File: src/rtl/key_bounce_gen_pkg.sv
// key_bounce_gen_pkg
// Shared types and constants for the key-contact emulator:
//   state_e      - generator FSM states
//   LFSR_TAPS    - feedback mask for the 16-bit Fibonacci LFSR (taps 16,14,13,11)
//   DEFAULT_SEED - reset / fallback LFSR value
//   cnt_width()  - bits needed to hold a counter value 0..max_val
package key_bounce_gen_pkg;

    typedef enum logic [1:0] {
        IDLE,
        BOUNCE,
        SETTLE
    } state_e;

    // Bit positions 15,13,12,10 correspond to taps 16,14,13,11 (1-based).
    localparam logic [15:0] LFSR_TAPS    = 16'hB400;
    localparam logic [15:0] DEFAULT_SEED = 16'hACE1;

    function automatic int unsigned cnt_width(input int unsigned max_val);
        return (max_val < 2) ? 1 : $clog2(max_val + 1);
    endfunction

endpackage

File: src/rtl/key_bounce_gen_if.sv
// key_bounce_gen_if
// Command/status bundle of the key-contact emulator.
//   req      - single-cycle start strobe        (master -> slave)
//   level_in - target key level, taken with req (master -> slave)
//   busy     - run in progress                  (slave -> master)
//   done     - one-cycle end-of-settle pulse    (slave -> master)
//   key_out  - emulated bouncy key line         (slave -> master)
interface key_bounce_gen_if;
    logic req;
    logic level_in;
    logic busy;
    logic done;
    logic key_out;

    modport master (
        output req,
        output level_in,
        input  busy,
        input  done,
        input  key_out
    );

    modport slave (
        input  req,
        input  level_in,
        output busy,
        output done,
        output key_out
    );
endinterface

File: src/rtl/key_bounce_gen_lfsr16.sv
// lfsr16
// Free-running 16-bit Fibonacci LFSR, shifting left with feedback into bit 0.
// Ports:
//   clk, rst_n - clock, asynchronous active-low reset (loads SEED)
//   load       - replace the register with load_val instead of shifting
//   load_val   - value taken when load is high
//   q          - low Q_W bits of the current register value
module lfsr16
    import key_bounce_gen_pkg::*;
#(
    parameter logic [15:0] SEED = DEFAULT_SEED,
    parameter int unsigned Q_W  = 16
) (
    input  logic           clk,
    input  logic           rst_n,
    input  logic           load,
    input  logic [15:0]    load_val,
    output logic [Q_W-1:0] q
);

    logic [15:0] lfsr_d;
    logic [15:0] lfsr_q;

    always_comb begin
        lfsr_d = {lfsr_q[14:0], ^(lfsr_q & LFSR_TAPS)};
        if (load) begin
            lfsr_d = load_val;
        end
    end

    always_ff @(posedge clk or negedge rst_n) begin
        if (!rst_n) begin
            lfsr_q <= SEED;
        end else begin
            lfsr_q <= lfsr_d;
        end
    end

    assign q = lfsr_q[Q_W-1:0];

endmodule

File: src/rtl/key_bounce_gen.sv
// key_bounce_gen
// Key-contact emulator: on an accepted req it drives key_out through
// BOUNCE_COUNT pseudo-random-width toggles (each gap 1..2^GAP_W cycles),
// forces the requested level, holds it for SETTLE_CYCLES, then pulses done.
// Ports:
//   clk, rst_n - clock, asynchronous active-low reset
//   bus        - key_bounce_gen_if.slave (req, level_in, busy, done, key_out)
//   seed_we    - (KEY_BOUNCE_GEN_SEED_LOAD_EN only) load LFSR next cycle
//   seed_in    - (KEY_BOUNCE_GEN_SEED_LOAD_EN only) seed; zero selects LFSR_SEED
module key_bounce_gen
    import key_bounce_gen_pkg::*;
#(
    parameter int unsigned BOUNCE_COUNT  = 50,
    parameter int unsigned GAP_W         = 12,
    parameter int unsigned SETTLE_CYCLES = 1250000,
    parameter bit          IDLE_LEVEL    = 1'b1,
    parameter logic [15:0] LFSR_SEED     = DEFAULT_SEED
) (
    input  logic             clk,
    input  logic             rst_n,
    key_bounce_gen_if.slave  bus
`ifdef KEY_BOUNCE_GEN_SEED_LOAD_EN
    ,
    input  logic             seed_we,
    input  logic [15:0]      seed_in
`endif
);

    localparam int unsigned GAP_CW = cnt_width(2 ** GAP_W);
    localparam int unsigned SET_CW = cnt_width(SETTLE_CYCLES);
    localparam int unsigned TOG_CW = cnt_width(BOUNCE_COUNT);

    localparam logic [SET_CW-1:0] SETTLE_LOAD = SET_CW'(SETTLE_CYCLES);
    localparam logic [TOG_CW-1:0] LAST_TOGGLE = TOG_CW'(BOUNCE_COUNT - 1);

    state_e              state_d, state_q;
    logic                key_d, key_q;
    logic                busy_d, busy_q;
    logic                done_d, done_q;
    logic                tgt_d, tgt_q;
    logic [GAP_CW-1:0]   gap_d, gap_q;
    logic [TOG_CW-1:0]   cnt_d, cnt_q;
    logic [SET_CW-1:0]   settle_d, settle_q;

    logic                lfsr_load;
    logic [15:0]         lfsr_load_val;
    logic [GAP_W-1:0]    lfsr_low;
    logic [GAP_CW-1:0]   gap_load;

`ifdef KEY_BOUNCE_GEN_SEED_LOAD_EN
    assign lfsr_load     = seed_we;
    assign lfsr_load_val = (seed_in == '0) ? LFSR_SEED : seed_in;
`else
    assign lfsr_load     = 1'b0;
    assign lfsr_load_val = LFSR_SEED;
`endif

    lfsr16 #(
        .SEED (LFSR_SEED),
        .Q_W  (GAP_W)
    ) u_lfsr (
        .clk      (clk),
        .rst_n    (rst_n),
        .load     (lfsr_load),
        .load_val (lfsr_load_val),
        .q        (lfsr_low)
    );

    assign gap_load = GAP_CW'(lfsr_low) + GAP_CW'(1);

    always_comb begin
        state_d  = state_q;
        key_d    = key_q;
        busy_d   = busy_q;
        done_d   = 1'b0;
        tgt_d    = tgt_q;
        gap_d    = gap_q;
        cnt_d    = cnt_q;
        settle_d = settle_q;

        unique case (state_q)
            IDLE: begin
                if (bus.req) begin
                    tgt_d  = bus.level_in;
                    busy_d = 1'b1;
                    if (bus.level_in == key_q) begin
                        settle_d = SETTLE_LOAD;
                        state_d  = SETTLE;
                    end else begin
                        gap_d   = gap_load;
                        cnt_d   = '0;
                        state_d = BOUNCE;
                    end
                end
            end
            BOUNCE: begin
                if (gap_q == GAP_CW'(1)) begin
                    if (cnt_q == LAST_TOGGLE) begin
                        // Final bounce: the target level replaces the toggle.
                        key_d    = tgt_q;
                        settle_d = SETTLE_LOAD;
                        state_d  = SETTLE;
                    end else begin
                        key_d = ~key_q;
                        cnt_d = cnt_q + TOG_CW'(1);
                        gap_d = gap_load;
                    end
                end else begin
                    gap_d = gap_q - GAP_CW'(1);
                end
            end
            SETTLE: begin
                if (settle_q == SET_CW'(1)) begin
                    done_d  = 1'b1;
                    busy_d  = 1'b0;
                    state_d = IDLE;
                end else begin
                    settle_d = settle_q - SET_CW'(1);
                end
            end
            default: begin
                state_d = IDLE;
            end
        endcase
    end

    always_ff @(posedge clk or negedge rst_n) begin
        if (!rst_n) begin
            state_q  <= IDLE;
            key_q    <= IDLE_LEVEL;
            busy_q   <= 1'b0;
            done_q   <= 1'b0;
            tgt_q    <= IDLE_LEVEL;
            gap_q    <= '0;
            cnt_q    <= '0;
            settle_q <= '0;
        end else begin
            state_q  <= state_d;
            key_q    <= key_d;
            busy_q   <= busy_d;
            done_q   <= done_d;
            tgt_q    <= tgt_d;
            gap_q    <= gap_d;
            cnt_q    <= cnt_d;
            settle_q <= settle_d;
        end
    end

    assign bus.busy    = busy_q;
    assign bus.done    = done_q;
    assign bus.key_out = key_q;

endmodule

File: src/flat_wrapper.sv
// flat-port wrapper written by rule: the top's interface ports become plain ports
module key_bounce_gen_flat import key_bounce_gen_pkg::*;
#(
    parameter int unsigned BOUNCE_COUNT  = 50,
    parameter int unsigned GAP_W         = 12,
    parameter int unsigned SETTLE_CYCLES = 1250000,
    parameter bit          IDLE_LEVEL    = 1'b1,
    parameter logic [15:0] LFSR_SEED     = DEFAULT_SEED
)
  (clk, rst_n, bus_req, bus_level_in, bus_busy, bus_done, bus_key_out);
  key_bounce_gen_if bus_i ();
  input  logic clk;
  input  logic rst_n;
  input wire logic [$bits(bus_i.req)-1:0] bus_req;
  input wire logic [$bits(bus_i.level_in)-1:0] bus_level_in;
  output wire logic [$bits(bus_i.busy)-1:0] bus_busy;
  output wire logic [$bits(bus_i.done)-1:0] bus_done;
  output wire logic [$bits(bus_i.key_out)-1:0] bus_key_out;
  assign bus_i.req = bus_req;
  assign bus_i.level_in = bus_level_in;
  assign bus_busy = bus_i.busy;
  assign bus_done = bus_i.done;
  assign bus_key_out = bus_i.key_out;
  key_bounce_gen #(.BOUNCE_COUNT(BOUNCE_COUNT), .GAP_W(GAP_W), .SETTLE_CYCLES(SETTLE_CYCLES), .IDLE_LEVEL(IDLE_LEVEL), .LFSR_SEED(LFSR_SEED)) u_core (.clk(clk), .rst_n(rst_n), .bus(bus_i));
endmodule
File: config.mk
export PLATFORM = sky130hd
export DESIGN_NAME = key_bounce_gen_flat
export DESIGN_NICKNAME = d
export VERILOG_FILES = /design/src/rtl/key_bounce_gen_pkg.sv /design/src/rtl/key_bounce_gen_if.sv /design/src/rtl/key_bounce_gen_lfsr16.sv /design/src/rtl/key_bounce_gen.sv /design/src/flat_wrapper.sv
export SDC_FILE = /design/constraint.sdc
export NUM_CORES = 1
export LEC_CHECK = 0
export CORE_AREA = 4 4 124 96
export CTS_CLUSTER_SIZE = 14
export DETAILED_ROUTE_END_ITERATION = 10
export DIE_AREA = 0 0 128 100
export HOLD_SLACK_MARGIN = 0.15
export PLACE_DENSITY = 0.51
export SYNTH_ARGS = -nofsm -noshare
export SYNTH_HDL_FRONTEND = slang
export SYNTH_HIERARCHICAL = 1
export SYNTH_SLANG_ARGS = --single-unit
File: constraint.sdc
create_clock -name clk -period 6.7 [get_ports clk]
set_clock_uncertainty 0.05 [all_clocks]
set_input_delay 1.34 -clock clk [delete_from_list [all_inputs] [get_ports clk]]
set_output_delay 1.34 -clock clk [all_outputs]
set_load 0.03 [all_outputs]
# Word level (Yosys, flattened, before mapping)
# Cells that the tools add are included.
[word_totals] out_inout_bits=3 rom_bits=0 reg_bits=62 mem_bits_rw=0 inputBits=4 latch_bits=0 n_memories=0
[classes] n_mul=0 reduce_logical=12 n_eq_ne=15 bitwise_logic=1 n_div=0 add_sub_neg=4 n_mux=28 n_lt_le_gt_ge=0 shifts=0
[ops] op="21-bit 2-to-1 mux" count=5
[ops] op="21-bit case mux with 3 select lines" count=1
[ops] op="13-bit 2-to-1 mux" count=4
[ops] op="13-bit case mux with 2 select lines" count=1
[ops] op="6-bit 2-to-1 mux" count=4
[ops] op="21-bit by 1-bit == test with 1-bit output (second input constant)" count=1
[ops] op="21-bit by 1-bit subtractor with 21-bit output (second input constant)" count=1
[ops] op="16-bit parity" count=1
[ops] op="12-bit by 1-bit adder with 13-bit output (second input constant)" count=1
[ops] op="13-bit by 1-bit == test with 1-bit output (second input constant)" count=1
[ops] op="13-bit by 1-bit subtractor with 13-bit output (second input constant)" count=1
[ops] op="6-bit case mux with 2 select lines" count=1
[ops] op="2-bit 2-to-1 mux" count=5
[ops] op="2-bit by 1-bit inequality test with 1-bit output (second input constant)" count=4
[ops] op="2-bit inequality test (second input constant)" count=4
[ops] op="4-bit AND reduction" count=2
[ops] op="6-bit by 1-bit adder with 6-bit output (second input constant)" count=1
[ops] op="6-bit == test (second input constant)" count=1
[ops] op="2-bit case mux with 3 select lines" count=1
[ops] op="6-bit AND reduction" count=1
[ops] op="1-bit 2-to-1 mux" count=5
[ops] op="5-bit AND reduction" count=1
[ops] op="2-bit AND reduction" count=2
[ops] op="2-bit nonzero test" count=2
[ops] op="other kinds (9)" count=9

# Longest topological paths before layout
[depth] ltp_word=4 ltp_mapped=9 depth_no_buf=7

# Modules after synthesis
# The synthesis kept the hierarchy.
[by_module_without_submodules] mod="key_bounce_gen" cells_each=316 n_inst=1 area_each_um2=2896.5
[by_module_without_submodules] mod="lfsr16" cells_each=50 n_inst=1 area_each_um2=765.7

# Worst setup path after synthesis
# OpenSTA, ideal clock, no wires.
[synth_path] path_type="in2reg" from="in bus_req" to="reg u_core.cnt_q[0]" required_time_ns=6.525 arrival_ns=2.679 path_buffers=0 setup_time_ns=0.125 path_stages=5 slack_ns=3.847 cell_sequence="nor3b_1 nor2b_1 a21o_1 and2_1 mux2_2"
[synth_via] elab_chain_len=2
[synth_lines] element="from (decl)" line="flat_wrapper.sv:14" rtl="input wire logic [$bits(bus_i.req)-1:0] bus_req;"
[synth_lines] element="2-bit inequality test (no source line)"
[synth_lines] element="5-bit AND reduction (no source line)"
[synth_lines] element="to (signal assigned)" line="key_bounce_gen.sv:144" rtl="cnt_q <= cnt_d;"
[synth_lines] element="to (decl)" line="key_bounce_gen.sv:42" rtl="logic [TOG_CW-1:0] cnt_d, cnt_q;"
# No other way between the ends.
# A chain may end at the register's enable or synchronous reset.

# Final worst setup path
# Ends and elaborated chain as after synthesis.

==> impl_metrics.yaml <==
logic_synthesis:
  synth_top_family_by_area: "simple AND/OR/NAND/NOR gates"
  synthTopCellsByCount: "dfrtp_1, a21oi_1, nor2_1, o21ai_0, nand2_1"
  synthAdderAreaFrac_pct: 2.39
  synth_cell_types: 57
  synth.avg_cell_area_um2: 10.0
  yosysMostFrequentCell: "dfrtp_1"
  synth_edf_count: 0
  ys_seq_area_share_pct: 42.7
  synth_seq_cells: 62
  synthTopCellsByArea: "dfrtp_1, dfstp_2, mux2_4"
  yosys.area_share.simple_pct: 23.4
  synth_compound_area_share_pct: 13.4
  synthArstFlopShare_pct: 100
  synth.yosys.warnings: 6
  synth_flop_cell: "dfrtp_1"
  synth_top_area_share_pct: 35.5
  synthMuxAreaShare_pct: 8.27
  syn-instance-count: 366
  synth_area_leader_cell: "dfrtp_1"
  synth-xor-area-share_pct: 3.83
  synth_area_mm2: 0.00366
floorplan:
  die_h_um: 100
  dieArea_mm2: 0.0128
  die_w_um: 128
  start_util_pct: 34.1
  row_count: 33
  core_area_mm2: 0.0107
  ios: 7
power:
  p_int_w: 0.000937
  p_leak_nw: 1.62
  switching_power_w: 0.000398
  power.density_mw_per_mm2: 323
  p_clk_share_pct: 38.7
  p_total_w: 0.00133
  ir_worst_vdd_uv: 116
  power_frac_comb_pct: 18.5
  power.share.sequential_pct: 42.8
  switching_share_pct: 29.8
critical_path:
  worstPathArrival_ns: 3.73
  start_kind: "primary input"
  worstSetupPathType: "primary input to register"
  crit_chain: "clkdlybuf4s50_1, nor3b_1, nor2b_1, a21o_1, and2_1, mux2_2"
  crit_family: "simple AND/OR/NAND/NOR gates"
  critPathMaxStageDelay_ns: 0.48
  worst-path-buf-inv: 1
  required_ns: 6.86
  crit_slowest_cell: "clkdlybuf4s50_1"
  cp-end-kind: "register"
  worst-r2r-setup-slack_ns: 3.90
  cp_max_fo: 12
finish:
  syn2layout_area_growth_pct: 12.7
  fillerInstances: 1051
  antenna_cells: 0
  drive_gt1_share_pct: 15.0
  nets: 386
drt:
  avgRoutedWirePerCell_um: 15.4
  vias_per_cell: 5.37
  drc: 0
  vias: 2791
  dr.pass1.iters: 4
  first_iter_violations: 181
  antenna_left: 0
  drt_wl_total_um: 7990
cts:
  cts_tree: "yes"
  clkTransAtPathRegs_ns: 0.05
  cts_root_buffer: "clkbuf_16"
  clock_latency_ns: 0.33
  cts_sinks: 62
  cts_resized: 0
  cts_hold_buf: 0
  clockBufferDepth: 2
  cts_buffers: 9
  cts_setup_buffers: 0
  htree_levels: 3
timing:
  setup_viol: 0
  maxSlewViolCount: 0
  period_minus_slack_ns: 3.58
  period_share_pct: 53.4
  setup_tns_ns: 0
  rsz0062_at_grt: "no"
  fmax_ghz: 0.280
  tightest_slew_ns: 1.23
  hold_violations: 0
  max_slew_margin_pct: 17.7
global_routing:
  track_usage_pct: 13.2
  antenna_found_initial: 0
  grt_max_degree: 63
  grt_pass1_vias: 2608
  grt.overflow.total: 0
  grt_pass1_wl_um: 13200
outcome:
  status: "finished, final reports clean"
placed_design:
  port_buffers: 6
  dp_hpwl_um: 5370
  globalplace.congestion: 0.769
job:
  drv_cap: 0
hold_path:
  hp-class: "register to register"
## logic make-up after synthesis
kind of cell / after synthesis
simple gates: 142
xor+xnor: 16
fa+ha+maj: 7
other cells: 2
flops: 62
buf+inv: 35
compound gates: 77
mux: 25
## power groups by stage
stage | Clock, W | Sequential [W] | Combinational (W)
finish | 0.000517 | 0.000571 | 0.000247
global placement | 0 | 0.000575 | 0.000244
detailed placement | 0 | 0.000575 | 0.000246
floorplan | 0 | 0.000537 | 0.000225
global route | 0.000550 | 0.000588 | 0.000282
CTS | 0.000533 | 0.000570 | 0.000248
## placed cells by master (no fill, tap or decap), types with 5 or more instances in the layout
cell	netlist	routed
nand2_1	17	17
or3_1	10	10
nand3_1	14	14
ha_1	7	7
dfstp_2	10	10
dfrtp_1	52	52
mux2_2	10	10
xor2_1	9	9
nand4_1	9	9
nor4_1	11	11
and2_1	6	6
or4_1	10	10
a21oi_1	21	21
mux2_4	8	8
clkbuf_16	0	9
o21ai_0	21	21
inv_1	8	8
nor2_1	21	21
xnor2_1	7	7
and3_1	5	5
conb_1	2	17
mux2i_1	7	7
o31ai_1	10	10
clkdlybuf4s50_1	0	5
nor3_1	9	9
## final timing paths
kind	startpoint	to	cells after the start
max in group asynchronous	rst_n	u_core/gap_q[10]$_DFFE_PN0P_	2
min in group asynchronous	rst_n	u_core/u_lfsr/lfsr_q[12]$_DFF_PN0_	2
hold reg to reg	u_core/u_lfsr/lfsr_q[14]$_DFF_PN0_	u_core/u_lfsr/lfsr_q[15]$_DFF_PN1_	1
hold / removal	u_core/u_lfsr/lfsr_q[14]$_DFF_PN0_	u_core/u_lfsr/lfsr_q[15]$_DFF_PN1_	1
setup / recovery	bus_req	u_core/cnt_q[0]$_DFFE_PN0P_	6
setup reg to reg	u_core/settle_q[13]$_DFFE_PN0P_	u_core/settle_q[16]$_DFFE_PN0P_	5
## state kept, by name, indices dropped and copies added, names as in the netlist
signal and cells:
u_core/bus.busy 1, u_core/bus.done 1, u_core/gap_q 13, u_core/tgt_q 1, u_core/u_lfsr/lfsr_q 16, u_core/cnt_q 6, u_core/state_q 2, u_core/settle_q 21
u_core/bus.key_out 1
## stage by stage
step	instances	util [%]	hold slack (ns)	setup WS, ns	area (um^2)
floorplan	381	-	0.406	3.85	3720
global placement	504	35.3	0.412	2.89	3790
detailed placement	504	35.3	0.420	2.79	3790
CTS	520	38.5	0.433	3.13	4130
global route	520	38.5	0.448	2.99	4130
finish	520	38.5	0.426	3.12	4130
## metal layers
layer,routed length (um),track usage [%]
met5,0,0
met2,3350,18.7
met1,4120,18.8
met4,65,2.94
met3,450,5.64
## cell type report
class | count | area, um^2 | share of cell area (%)
Multi-Input combinational cell | 284 | 1940 | 47.0
Sequential cell | 62 | 1560 | 37.9
Clock buffer | 13 | 270 | 6.55
Tap cell | 140 | 175 | 4.24
Timing Repair Buffer | 10 | 85.1 | 2.06
Clock inverter | 3 | 65.1 | 1.58
Inverter | 8 | 30.0 | 0.727
## worst register-to-register path: cells and delay by family, from the launching register on
family	cells	cell delay [ns]
flops	1	0.40
mux	1	0.17
simple gates	4	2.06
Note: power is estimated with default switching activity, not from simulation.
==> patch 1: new RTL, same flow settings <==
`IDLE_LEVEL` is set to 1'b1 in 2 places; all go to 1'b0.
--- a/src/rtl/key_bounce_gen.sv
+++ b/src/rtl/key_bounce_gen.sv
@@ -13,7 +13,7 @@
     parameter int unsigned BOUNCE_COUNT  = 50,
     parameter int unsigned GAP_W         = 12,
     parameter int unsigned SETTLE_CYCLES = 1250000,
-    parameter bit          IDLE_LEVEL    = 1'b1,
+    parameter bit          IDLE_LEVEL    = 1'b0,
     parameter logic [15:0] LFSR_SEED     = DEFAULT_SEED
 ) (
     input  logic             clk,
--- a/src/flat_wrapper.sv
+++ b/src/flat_wrapper.sv
@@ -4,7 +4,7 @@
     parameter int unsigned BOUNCE_COUNT  = 50,
     parameter int unsigned GAP_W         = 12,
     parameter int unsigned SETTLE_CYCLES = 1250000,
-    parameter bit          IDLE_LEVEL    = 1'b1,
+    parameter bit          IDLE_LEVEL    = 1'b0,
     parameter logic [15:0] LFSR_SEED     = DEFAULT_SEED
 )
   (clk, rst_n, bus_req, bus_level_in, bus_busy, bus_done, bus_key_out);
Check against the original RTL: not equivalent (Yosys sat finds a counterexample within 4 cycles, from zero or initial values and one cycle with rst_n low).
==> patch 1 against the original RTL <==
Area after synthesis about the same. Worst setup slack worse by 45 ps. Power down 0.50%. Critical path type unchanged. Sequential cell count is the same. Critical path depth stayed put. Largest cell class unchanged. Wire length rose by 1.9%. Core utilization shrank 0.13 points. Final area shrank 0.33%. Synthesized cell count is the same.
==> patch 1: results (changes against the original RTL) <==
* flip-flop to flip-flop — Tightest Hold Check Type
* 0.1474 — ratio of cells with drive above 1 in the final layout, -0.002632
* 1.610 nW — leakage power of the design, -0.46%
* 1,068 — fill cell total of the finished layout, +1.6%
* 2,784 — number of vias in the routed layout, -0.25%
* 0.4267 — fraction of the yosys area taken by sequential cells, about the same
* 0.1342 — aggregate global-route resource usage, +0.001726
* completed — run status
* sky130_fd_sc_hd__dfrtp_1 (54), sky130_fd_sc_hd__a21oi_1 (21), sky130_fd_sc_hd__nor2_1 (21), sky130_fd_sc_hd__o21ai_0 (21), sky130_fd_sc_hd__nand2_1 (17) — synth cell count leaders
* sky130_fd_sc_hd__clkbuf_16 — CTS root buf
* 15.65 um — WL per Instance, +1.9%
* u_core/cnt_q[0]$_DFFE_PN0P_ — capturing point of the worst reg2reg path
* 153.1 uV — worst supply voltage drop on vdd, +32%
* 5425 um — Detail Placement HPWL, +1.1%
* 4 — first-pass iteration count of the detailed router, unchanged
* sky130_fd_sc_hd__dfrtp_1 (37%), sky130_fd_sc_hd__dfstp_2 (5.7%), sky130_fd_sc_hd__mux2_4 (3.3%) — largest cells by area after synthesis
* 3 — maximum level of the CTS H-tree, unchanged
* 0.7754 — routability cong., +0.81%
* 166 — iteration-0 DRC count of the detailed router, -8.3%
* 0 — number of antenna violations at the first check in global routing, unchanged
* u_core/gap_q[5]$_DFFE_PN0P_ — FF-to-FF Start
* 3780 ps — arrival time reported for the critical path endpoint, +50 ps
* 13,520 um — wire length of the first global-routing pass, +2.1%
* 0.2553 — worst slew margin relative to its limit, +0.07865
* 2,635 — number of global-route vias before repair, +1.0%
* 6 — count of buffers from port buffering, unchanged
* 3650 ps — reg-to-reg setup timing slack, -250 ps
* input pin to flip-flop — category of the critical setup timing path
==> patch 1: cell types whose count changed after synthesis, sizes merged <==
cell   change
dfrtp      +2
dfstp      -2
==> patch 1: worst min path at each step <==
stage                                            start  slack, ps                            endpoint  cells past startpoint
detailed placement  u_core/u_lfsr/lfsr_q[14]$_DFF_PN0_        430  u_core/u_lfsr/lfsr_q[15]$_DFF_PN1_                      1
floorplan           u_core/u_lfsr/lfsr_q[14]$_DFF_PN0_        410  u_core/u_lfsr/lfsr_q[15]$_DFF_PN1_                      1
global placement    u_core/u_lfsr/lfsr_q[14]$_DFF_PN0_        410  u_core/u_lfsr/lfsr_q[15]$_DFF_PN1_                      1
CTS                 u_core/u_lfsr/lfsr_q[14]$_DFF_PN0_        440  u_core/u_lfsr/lfsr_q[15]$_DFF_PN1_                      1
finish                     u_core/bus.busy$_DFFE_PN0P_        430         u_core/bus.busy$_DFFE_PN0P_                      1
global route        u_core/u_lfsr/lfsr_q[14]$_DFF_PN0_        460  u_core/u_lfsr/lfsr_q[15]$_DFF_PN1_                      1
==> patch 1: cells by family (layout without fill, tap and decap cells) <==
logic type	after synthesis	in the layout	share of synthesized area
other cells	2	17	0.002052
xor+xnor	16	16	0.03829
mux	25	25	0.08274
buf+inv	35	34	0.05880
flops	62	62	0.4267
fa+ha+maj	7	7	0.02393
compound gates	77	77	0.1337
simple gates	142	142	0.2338
==> patch 1: where the power goes <==
group | switching (W) | internal, W | total (W)
Combinational | 0.000129 | 0.000119 | 0.000248
Clock | 0.000173 | 0.000334 | 0.000508
Sequential | 0.000112 | 0.000461 | 0.000573
==> patch 1: per-layer routing <==
| layer | vias up | GRT usage | wire, um |
|---|---|---|---|
| li1 | 1361 | - | - |
| met1 | 1363 | 0.1974 | 4172 |
| met2 | 54 | 0.1903 | 3533 |
| met3 | 6 | 0.03936 | 363 |
| met4 | 0 | 0.03915 | 67 |
| met5 | - | 0 | 0 |
==> patch 1: critical path, delay by kind of cell <==
kind | cells | cell delay, ps
AO/OA/AOI/OAI | 1 | 240
multiplexers | 1 | 380
buffers and inverters | 1 | 480
AND/OR/NAND/NOR | 3 | 1330
==> patch 1: stage by stage <==
stage	instances	instance area [um2]	setup slack, ps
global route	520	4115	2908
finish	520	4115	3080
detailed placement	504	3791	2786
global placement	504	3791	2859
floorplan	381	3716	3847
CTS	520	4115	3105
==> patch 1: final cells by class <==
type,instances,area [um2],area share
Multi-Input combinational cell,284,1939,0.4713
Clock inverter,6,85.08,0.02067
Clock buffer,10,239.0,0.05807
Timing Repair Buffer,10,85.08,0.02067
Inverter,8,30.03,0.007297
Tap cell,140,175.2,0.04257
Sequential cell,62,1562,0.3794
==> patch 2: new RTL, same flow settings <==
Without the edit above. The 3 states of `state_e` get a one-hot encoding in 3 bits.
--- a/src/rtl/key_bounce_gen_pkg.sv
+++ b/src/rtl/key_bounce_gen_pkg.sv
@@ -6,10 +6,10 @@
 //   cnt_width()  - bits needed to hold a counter value 0..max_val
 package key_bounce_gen_pkg;
 
-    typedef enum logic [1:0] {
-        IDLE,
-        BOUNCE,
-        SETTLE
+    typedef enum logic [2:0] {
+        IDLE   = 3'b001,
+        BOUNCE = 3'b010,
+        SETTLE = 3'b100
     } state_e;
 
     // Bit positions 15,13,12,10 correspond to taps 16,14,13,11 (1-based).
Formal check against the unedited RTL: no difference found for any inputs over 10 cycles, from zero or initial values and one cycle with rst_n low; not proved beyond that.
==> patch 2 against the original RTL <==
Final area about the same. Sequential cell count grew 1. Die area unchanged. Critical path depth decreased by 5. Wire length down 6.0%. Area after synthesis increased by 0.99%. Core utilization about the same. Synthesized cell count up 1.9%. Worst hold slack better by 8.3 ps. Worst setup slack better by 600 ps. Power grew 2.9%. Critical endpoint is now bus_key_out. Largest power group unchanged. Highest routed layer unchanged.
==> patch 2: results (changes against the original RTL) <==
* completed — run status
* sky130_fd_sc_hd__dfrtp_1 (52), sky130_fd_sc_hd__nor2_1 (34), sky130_fd_sc_hd__nand2_1 (26) — synth cell count leaders
* sky130_fd_sc_hd__dfrtp_1 (35%), sky130_fd_sc_hd__dfstp_2 (7.8%), sky130_fd_sc_hd__xnor2_1 (5.0%) — largest cells by area after synthesis
* 184 — iteration-0 DRC count of the detailed router, +1.7%
* 9 — TritonCTS Buffers, unchanged
* 0.1282 — aggregate global-route resource usage, -0.004274
* 948.0 ps — actual slew at the worst max-slew pin, -285.9 ps
* 13,120 um — wire length of the first global-routing pass, -0.89%
* 2,715 — number of vias in the routed layout, -2.7%
* 1.588 nW — leakage power of the design, -1.9%
* buffers and inverters — crit-path leading delay family
* u_core/gap_q[1]$_DFFE_PN0P_ — capturing point of the worst reg2reg path
* 393 — number of nets in the final layout, +1.8%
* 8 — worst-case reg-to-reg path depth, +3
* 0.4300 — fraction of the yosys area taken by sequential cells, +0.002915
* 0.1550 — ratio of cells with drive above 1 in the final layout, +0.005039
* 433.9 ps — worst hold slack, +8.344 ps
* 5056 um — Detail Placement HPWL, -5.8%
* 2,590 — number of global-route vias before repair, -0.69%
* 14.24 um — WL per Instance, -7.3%
* 4 — highest net fanout along the worst path, -8
* u_core/gap_q[1]$_DFFE_PN0P_ — FF-to-FF Start
* 0.0009213 W — Internal Dissipation, -1.6%
* 0.7572 — routability cong., -1.6%
* u_core/u_lfsr/lfsr_q[15]$_DFF_PN1_ — sink of the worst hold path
* 58 — library cells used by synthesis, +1.8%
* 64 — pin count of the biggest net entering global routing, +1.6%
* 680 ps — Crit path largest cell delay, +200 ps
* 1590 ps — arrival time reported for the critical path endpoint, -2140 ps
* 154.2 uV — worst supply voltage drop on vdd, +33%
## patch 2: cell families after synthesis
family / after synthesis / synth area share
compound gates: 74 / 0.1252
mux: 21 / 0.07037
fa+ha+maj: 7 / 0.02368
xor+xnor: 32 / 0.07578
flops: 63 / 0.4300
buf+inv: 34 / 0.05853
simple gates: 140 / 0.2145
other cells: 2 / 0.002031
## patch 2: final cells by class
cell class              count  area (um2)
clock buffers              13       270.3
clock inverters             3       40.04
fillers                  1077        6608
inverters                   9       33.78
multi-input cells         291        1948
flip-flops and latches     63        1590
well taps                 140       175.2
repair buffers              8       70.07
## patch 2: routing by layer
| layer | track usage | vias up | routed length [um] |
|---|---|---|---|
| li1 | - | 1353 | - |
| met4 | 0.04731 | 0 | 119 |
| met2 | 0.1742 | 32 | 3105 |
| met3 | 0.03511 | 8 | 210 |
| met1 | 0.1925 | 1322 | 4068 |
| met5 | 0 | - | 0 |
## patch 2: through the flow
stage | cells | worst slack (ps) | power (W) | area, um2
final | 527 | 3723 | 0.001374 | 4128
after global routing | 527 | 3615 | 0.001469 | 4128
after CTS | 527 | 3698 | 0.001390 | 4128
after detailed placement | 511 | 3425 | 0.0008956 | 3817
after global placement | 511 | 3422 | 0.0008925 | 3817
after floorplan | 388 | 4221 | 0.0008332 | 3755
## patch 2: worst max-delay path by stage
stage | from | to | slack [ps] | cells past startpoint
final | u_core/bus.key_out$_DFFE_PN1P_ | bus_key_out | 3720 | 1
after global routing | bus_level_in | u_core/settle_q[5]$_DFFE_PN0P_ | 3610 | 6
after CTS | u_core/bus.key_out$_DFFE_PN1P_ | bus_key_out | 3700 | 1
after detailed placement | bus_req | u_core/settle_q[6]$_DFFE_PN0P_ | 3420 | 5
after global placement | bus_req | u_core/settle_q[6]$_DFFE_PN0P_ | 3420 | 5
after floorplan | bus_req | u_core/cnt_q[3]$_DFFE_PN0P_ | 4220 | 5
## patch 2: power groups by stage
stage	registers, W	logic (W)	clock network, W
2_1_floorplan	0.000532	0.000301	0
3_3_place_gp	0.000577	0.000316	0
3_5_place_dp	0.000578	0.000318	0
4_1_cts	0.000572	0.000320	0.000498
5_1_grt	0.000592	0.000365	0.000512
6_report	0.000574	0.000319	0.000481
